===== src/rtl/serial_frame_rx_pkg.sv =====
// Shared types and defaults for the serial frame receiver and its upstream serializer bench.
package serial_frame_rx_pkg;

  typedef enum logic [1:0] {
    ST_HUNT    = 2'd0,
    ST_COLLECT = 2'd1,
    ST_PARITY  = 2'd2
  } rx_state_t;

  localparam int                    DEF_SYNC_W = 4;
  localparam logic [DEF_SYNC_W-1:0] DEF_SYNC   = 4'b1011;

endpackage


===== src/rtl/serial_frame_rx_sync_window.sv =====
// Sliding sync-pattern window with a saturating fill count; match is combinational on the accepted bit.
// Latency: match_o reflects the post-shift window in the same cycle the bit is offered.
// Backpressure: none; en_i gates shifting, clr_i empties the window.
module sync_window #(
  parameter int                SYNC_W = 4,
  parameter logic [SYNC_W-1:0] SYNC   = '0
) (
  input  logic clk,
  input  logic rst,
  input  logic clr_i,
  input  logic en_i,
  input  logic bit_i,
  output logic match_o
);

  localparam int             FW   = $clog2(SYNC_W + 1);
  localparam logic [FW-1:0]  FULL = FW'(SYNC_W);

  logic [SYNC_W-1:0] window_q;
  logic [SYNC_W-1:0] window_nxt;
  logic [FW-1:0]     fill_q;
  logic [FW-1:0]     fill_nxt;

  assign window_nxt = {window_q[SYNC_W-2:0], bit_i};
  assign fill_nxt   = (fill_q == FULL) ? fill_q : fill_q + FW'(1);
  // A partially filled window must never match, even if its stale zeros happen to line up.
  assign match_o    = en_i && !clr_i && (fill_nxt == FULL) && (window_nxt == SYNC);

  always_ff @(posedge clk or posedge rst) begin
    if (rst) begin
      window_q <= '0;
      fill_q   <= '0;
    end else if (clr_i) begin
      window_q <= '0;
      fill_q   <= '0;
    end else if (en_i) begin
      window_q <= window_nxt;
      fill_q   <= fill_nxt;
    end
  end

endmodule


===== src/rtl/serial_frame_rx.sv =====
// Serial frame receiver: sync hunt, MSB-first payload, even-parity check, saturating good-frame count.
// Latency: out_valid pulses the cycle after the edge that samples the parity bit.
// Backpressure: none; in_en=0 freezes the frame state, clr aborts and zeroes the counter.
module serial_frame_rx
  import serial_frame_rx_pkg::*;
#(
  parameter int                SYNC_W = DEF_SYNC_W,
  parameter logic [SYNC_W-1:0] SYNC   = SYNC_W'(DEF_SYNC),
  parameter int                DATA_W = 8,
  parameter int                CNT_W  = 8
) (
  input  logic              clk,
  input  logic              rst,
  input  logic              in,
  input  logic              in_en,
  input  logic              clr,
  output logic [DATA_W-1:0] out_data,
  output logic              out_valid,
  output logic              out_perr,
  output logic              busy,
  output logic [CNT_W-1:0]  frame_cnt
);

  localparam int            BW       = $clog2(DATA_W);
  localparam logic [BW-1:0] LAST_BIT = BW'(DATA_W - 1);

  rx_state_t         state_q;
  rx_state_t         state_d;
  logic [BW-1:0]     bit_cnt;
  logic [DATA_W-1:0] data_sr;
  logic              sync_match;
  logic              sync_en;
  logic              sync_clr;
  logic              par_done;
  logic              perr_d;

  assign sync_en  = in_en && (state_q == ST_HUNT);
  assign par_done = in_en && !clr && (state_q == ST_PARITY);
  // Leaving PARITY empties the window so payload bits are never reused as sync.
  assign sync_clr = clr || par_done;
  assign perr_d   = (^data_sr) ^ in;

  sync_window #(
    .SYNC_W (SYNC_W),
    .SYNC   (SYNC)
  ) u_sync_window (
    .clk     (clk),
    .rst     (rst),
    .clr_i   (sync_clr),
    .en_i    (sync_en),
    .bit_i   (in),
    .match_o (sync_match)
  );

  always_comb begin
    state_d = state_q;
    case (state_q)
      ST_HUNT:    if (in_en && sync_match) state_d = ST_COLLECT;
      ST_COLLECT: if (in_en && bit_cnt == LAST_BIT) state_d = ST_PARITY;
      ST_PARITY:  if (in_en) state_d = ST_HUNT;
      default:    state_d = ST_HUNT;
    endcase
    if (clr) state_d = ST_HUNT;
  end

  always_ff @(posedge clk or posedge rst) begin
    if (rst) begin
      state_q <= ST_HUNT;
      busy    <= 1'b0;
    end else begin
      state_q <= state_d;
      busy    <= (state_d != ST_HUNT);
    end
  end

  always_ff @(posedge clk or posedge rst) begin
    if (rst) begin
      data_sr   <= '0;
      bit_cnt   <= '0;
      out_data  <= '0;
      out_valid <= 1'b0;
      out_perr  <= 1'b0;
      frame_cnt <= '0;
    end else if (clr) begin
      // out_data deliberately survives a clear.
      data_sr   <= '0;
      bit_cnt   <= '0;
      out_valid <= 1'b0;
      out_perr  <= 1'b0;
      frame_cnt <= '0;
    end else begin
      out_valid <= 1'b0;
      if (in_en) begin
        case (state_q)
          ST_HUNT: bit_cnt <= '0;
          ST_COLLECT: begin
            data_sr <= {data_sr[DATA_W-2:0], in};
            bit_cnt <= bit_cnt + BW'(1);
          end
          ST_PARITY: begin
            out_data  <= data_sr;
            out_perr  <= perr_d;
            out_valid <= 1'b1;
            if (!perr_d && frame_cnt != '1) frame_cnt <= frame_cnt + CNT_W'(1);
          end
          default: bit_cnt <= '0;
        endcase
      end
    end
  end

endmodule


===== config.mk =====
export PLATFORM = sky130hd
export DESIGN_NAME = serial_frame_rx
export DESIGN_NICKNAME = d
export VERILOG_FILES = /design/src/rtl/serial_frame_rx_pkg.sv /design/src/rtl/serial_frame_rx_sync_window.sv /design/src/rtl/serial_frame_rx.sv
export SDC_FILE = /design/constraint.sdc
export NUM_CORES = 1
export LEC_CHECK = 0
export CAP_MARGIN = 25
export CELL_PAD_IN_SITES_DETAIL_PLACEMENT = 1
export CELL_PAD_IN_SITES_GLOBAL_PLACEMENT = 1
export CORE_MARGIN = 10
export CORE_UTILIZATION = 46
export DETAILED_ROUTE_END_ITERATION = 16
export PLACE_DENSITY = 0.83
export SYNTH_ARGS = -nofsm -noshare
export SYNTH_HDL_FRONTEND = slang
export SYNTH_SLANG_ARGS = --single-unit

===== constraint.sdc =====
create_clock -name clk -period 3.2 [get_ports clk]
set_input_delay 0.32 -clock clk [delete_from_list [all_inputs] [get_ports clk]]
set_output_delay 0.32 -clock clk [all_outputs]
set_load 0.02 [all_outputs]

# == Word-level counts from Yosys, hierarchy flattened ==
# Cells that the tools add are included.
# totals
register_bits,38
input_bits,5
out_inout_bits,19
elab_cells,75
# op_classes
addsub,3
n_eq_ne,8
muxes,26
n_bitwise,2
n_reduce_logical,26
# op_table
operator,n
8-bit 2-to-1 mux,7
3-bit 2-to-1 mux,7
2-bit nonzero test,6
"3-bit == test, second input constant",3
1-bit logical AND,9
"8-bit by 1-bit adder with 8-bit output, second input constant",1
2-bit 2-to-1 mux,4
"8-bit inequality test, second input constant",1
8-bit parity,1
"3-bit by 1-bit adder with 3-bit output, second input constant",2
1-bit 2-to-1 mux,6
2-bit one-hot mux with 3 select lines,1
3-bit one-hot mux with 2 select lines,1
2-bit AND reduction,3
3-bit AND reduction,2
"4-bit == test, second input constant",1
1-bit logical NOT,3
"2-bit by 1-bit == test with 1-bit output, second input constant",1
"2-bit == test, second input constant",1
2-bit logical NOT,1
"2-bit inequality test, second input constant",1
1-bit logical OR,1
1-bit NOT,1
1-bit bitwise XOR,1

# == Depth between registers and ports, before layout ==
# depth
ltp_word,13
mapped_depth,7
mapped_depth_nobuf,7

# == By module ==
# From an unflattened synthesis, not the netlist that was laid out.
# unflattened
cells_unflattened,173
area_unflattened_um2,1838.0
# by_module_without_submodules
module,instances,cells_each,area_each_um2,seq_area_each_um2
serial_frame_rx,1,141,1500.2,800.8
sync_window,1,32,337.8,150.1

# == Worst setup path before layout ==
# No wires, ideal clock.
# synth_timing
path_kind,reg2reg
from,reg frame_cnt[0]
to,reg frame_cnt[5]
setup_ps,78
t_arrival_ps,1859
t_required_ps,3122
setup_slack_ps,1263
stages_incl_launch_ff,7
n_path_buf,0
synth_period_minus_slack_ps,1937
cell_sequence,dfrtp_1 > ha_1 > nand3_1 > o21ai_0 > or2_2 > or4_1 > a21oi_1
# synth_between
elab_chain_len,5
elab_cells_between_ends,9
classes_between,1 x add/sub; 1 x eq/ne; 4 x mux; 3 x reduce/logical
# synth_lines
element,line_no,rtl
from (decl),serial_frame_rx.sv:21,output logic [CNT_W-1:0] frame_cnt
from (signal assigned),serial_frame_rx.sv:104,if (!perr_d && frame_cnt != '1) frame_cnt <= frame_cnt + CNT_W'(1);
8-bit by 1-bit adder with 8-bit output,serial_frame_rx.sv:104,
8-bit 2-to-1 mux,serial_frame_rx.sv:104,
8-bit 2-to-1 mux,serial_frame_rx.sv:94,case (state_q)
8-bit 2-to-1 mux,serial_frame_rx.sv:93,if (in_en) begin
8-bit 2-to-1 mux,serial_frame_rx.sv:84,end else if (clr) begin
# Parallel ways exist; a longest one is shown, timed or not. The select of a mux whose other input is x is not followed.
# A chain may end at the register's enable or synchronous reset.

# == Worst setup path after layout ==
# layout_timing
from,in in
to,reg frame_cnt[3]
# layout_between
elab_chain_len,5
# layout_lines
element,line_no,rtl
from (decl),serial_frame_rx.sv:14,"input logic in,"
1-bit bitwise XOR,serial_frame_rx.sv:41,assign perr_d = (^data_sr) ^ in;
1-bit logical NOT,serial_frame_rx.sv:104,
1-bit logical AND,serial_frame_rx.sv:104,
2-bit nonzero test (no line),-,
3-bit AND reduction (no line),-,
# No other way between the ends.

==> qor.yml <==
setup_path:
  cp-start-kind: "input pin"
  end_kind: "register"
  crit_path_start: "in"
  reg2reg_from: "data_sr[0]"
  cp.required_ps: 3430
  crit_chain: "clkdlybuf4s50_1, xor2_1, xnor3_2, xnor2_1, o21ai_0, a21oi_1"
  slowest_delay_ps: 670
  crit_slowest_cell: "xnor2_1"
  cp-endpoint: "frame_cnt[3]"
  critical_path_arrival_ps: 2580
  cp.depth: 6
  path_delay_family: "XOR/XNOR gates"
  reg2regPathDepth: 5
  crit_buf_inv: 1
  r2r-end: "frame_cnt[3]"
  critPathKind: "in -> reg"
  rrSetupSlack_ps: 930
  critPathMaxFanout: 10
floorplan:
  rows: 23
  die_y_um: 83.7
  core_area_um2: 3970
  die_w_um: 83.7
  fp.dieArea_um2: 7010
  ios: 24
  start_util_pct: 47.1
global_route:
  grt_pass1_vias: 1636
  track_usage_pct: 14.0
  grt_pass1_wl_um: 8120
  antenna_found_initial: 0
  grt-ovfl-total: 0
  grt_max_degree: 30
pwr:
  p_leak_uw: 0.000958
  power_uw: 886
  vdd_drop_max_v: 0.000260
  powerDensity_nw_per_um2: 394
final_layout:
  area_growth_pct: 20.3
  register_area_um2: 951
  layout-drive-gt1-share_pct: 10.1
  antennaDiodeCount: 0
  num-nets-final: 217
  multi_input_area_um2: 888
  fillers: 445
  final_cell_area_um2: 2250
timing:
  rsz0062_at_grt: "false"
  finalSetupTns_ps: 0
  finClkSkew_ps: 4.84
  fin_crit_sh_pct: 73.4
  hold_viol_final: 0
  maxSlewViolCount: 0
  min_period_ps: 2350
  whs_ps: 509
  layout_setup_ws_ps: 850
  finalSetupViolations: 0
  tightest_slew_ps: 909
  fmaxAchievable_mhz: 425
  maxSlewHeadroom_pct: 39.3
synth:
  synth-edff-count: 0
  synthArstFlopShare_pct: 100
  ys_warn_count: 0
  avgSynthCellArea_um2: 10.4
  synth_top_area_share_pct: 50.9
  yosysUniqueCellTypes: 39
  synth-xor-area-share_pct: 6.09
  ys_seq_elements: 38
  seq_area_frac_synth_pct: 50.9
  synth-simple-area-share_pct: 18.5
  synth_top_family_by_area: "simple AND/OR/NAND/NOR gates"
  synth_nets: 190
  yosys-top-cells-count: "dfrtp_1, nand2_1, a21oi_1"
  synth_compound_area_share_pct: 12.5
  synth_mux_area_share_pct: 7.10
  synth.most_common_cell: "dfrtp_1"
  synth.cell_area_um2: 1870
  synthFlopType: "dfrtp_1"
  synth-adder-area-share_pct: 3.35
  synthCells: 180
  yosysTopAreaCell: "dfrtp_1"
  yosys-top-cells-area: "dfrtp_1, a21oi_1, nand2_1"
detailed_routing:
  first_iter_violations: 47
  dr.pass1.iters: 4
  drcViolationCount: 0
  antenna_left: 0
  viasPerCell: 5.69
  vias: 1467
  post_drt_wl_per_cell_um: 17.9
  wirelength_um: 4620
clock_network:
  clkLatencyLatePin_ps: 300
  numCtsBuffers: 5
  cts.sinks: 38
  cts_root_buffer: "clkbuf_8"
  ctsLongestPathBuffers: 2
  path_clk_slew_ps: 70
  post_cts_buffers: 0
  ctsResizeCount: 0
  cts_tree: "done"
  htreeDepth: 2
  hold_buffers: 0
job:
  cap_violations: 0
placement:
  gp_congestion: 0.775
  port-buffer-count: 23
  place_area_um2: 2160
  post-place-ws_ps: 605
  hpwl_um: 3340
worst_hold_path:
  hold_path.class: "reg -> reg"
outcome:
  status: "complete, no violations"
metal layers:
metal  part of all wire (%)  wire length (µm)  up-vias  GRT usage, %
li1                       -                 -      689             -
met1                     43              1970      741          15.2
met2                     50              2310       26          23.4
met3                    5.0               229       11          4.79
met4                    2.1                97        0          7.15
met5                      0                 0        -             0
sequential cells by signal, indices dropped and copies added, names as in the netlist:
| signal | count |
|---|---|
| bit_cnt | 3 |
| busy | 1 |
| data_sr | 8 |
| frame_cnt | 8 |
| out_data | 8 |
| out_perr | 1 |
| out_valid | 1 |
| state_q | 2 |
| u_sync_window.fill_q | 3 |
| u_sync_window.window_q | 3 |
how the worst min path moves through the flow:
stage	slack [ps]	to	cells after the start	start
2_1_floorplan	450	data_sr[0]	2	in
3_3_place_gp	490	out_data[2]	1	out_data[2]
3_5_place_dp	500	out_data[6]	1	out_data[6]
4_1_cts	520	out_data[6]	1	out_data[6]
5_1_grt	540	out_data[5]	1	out_data[5]
6_report	510	out_data[6]	1	out_data[6]
cells by family (layout without fill, tap and decap cells):
family / count (synthesis) / in the layout
AND/OR/NAND/NOR: 70 / 70
AO/OA/AOI/OAI: 40 / 40
flip-flops: 38 / 38
multiplexers: 11 / 11
XOR/XNOR: 8 / 8
buffers and inverters: 8 / 36
adder cells (fa/ha/maj): 5 / 5
cell type report:
class,instances,area share (%)
Sequential cell,38,42.3
Multi-Input combinational cell,134,39.5
Clock buffer,7,3.84
Inverter,3,0.501
Clock inverter,1,0.222
Timing Repair Buffer,25,10.9
Tap cell,50,2.78
cell usage in the layout, fill, tap and decap left out, drive strengths merged, types with 2 or more instances in the layout:
cell type      synthesis  layout
a21oi                 24      24
buf                    1       2
clkbuf                 4       7
clkdlybuf4s50          0      23
dfrtp                 38      38
ha                     5       5
inv                    3       3
mux2                   8       8
mux2i                  3       3
nand2                 29      29
nand2b                 6       6
nand3                  5       5
nand3b                 2       2
nand4                  2       2
nor2                  12      12
nor2b                  2       2
nor3b                  2       2
o211ai                 2       2
o21ai                  5       5
o31ai                  3       3
or4                    3       3
xnor2                  4       4
xnor3                  2       2
power by group:
group          switching [µW]  internal (µW)  leakage, µW
clock                     174            174    0.0000482
sequential               3.44            483     0.000529
combinational            33.5           17.9     0.000381
total                     211            675     0.000958
metrics by stage:
stage          instances  utilization [%]
3_5_place_dp         250             54.3
6_report             258             56.6
3_3_place_gp         250             54.3
5_1_grt              258             56.6
4_1_cts              258             56.6
2_1_floorplan        180                -
Note: power is estimated with default switching activity, not from simulation.
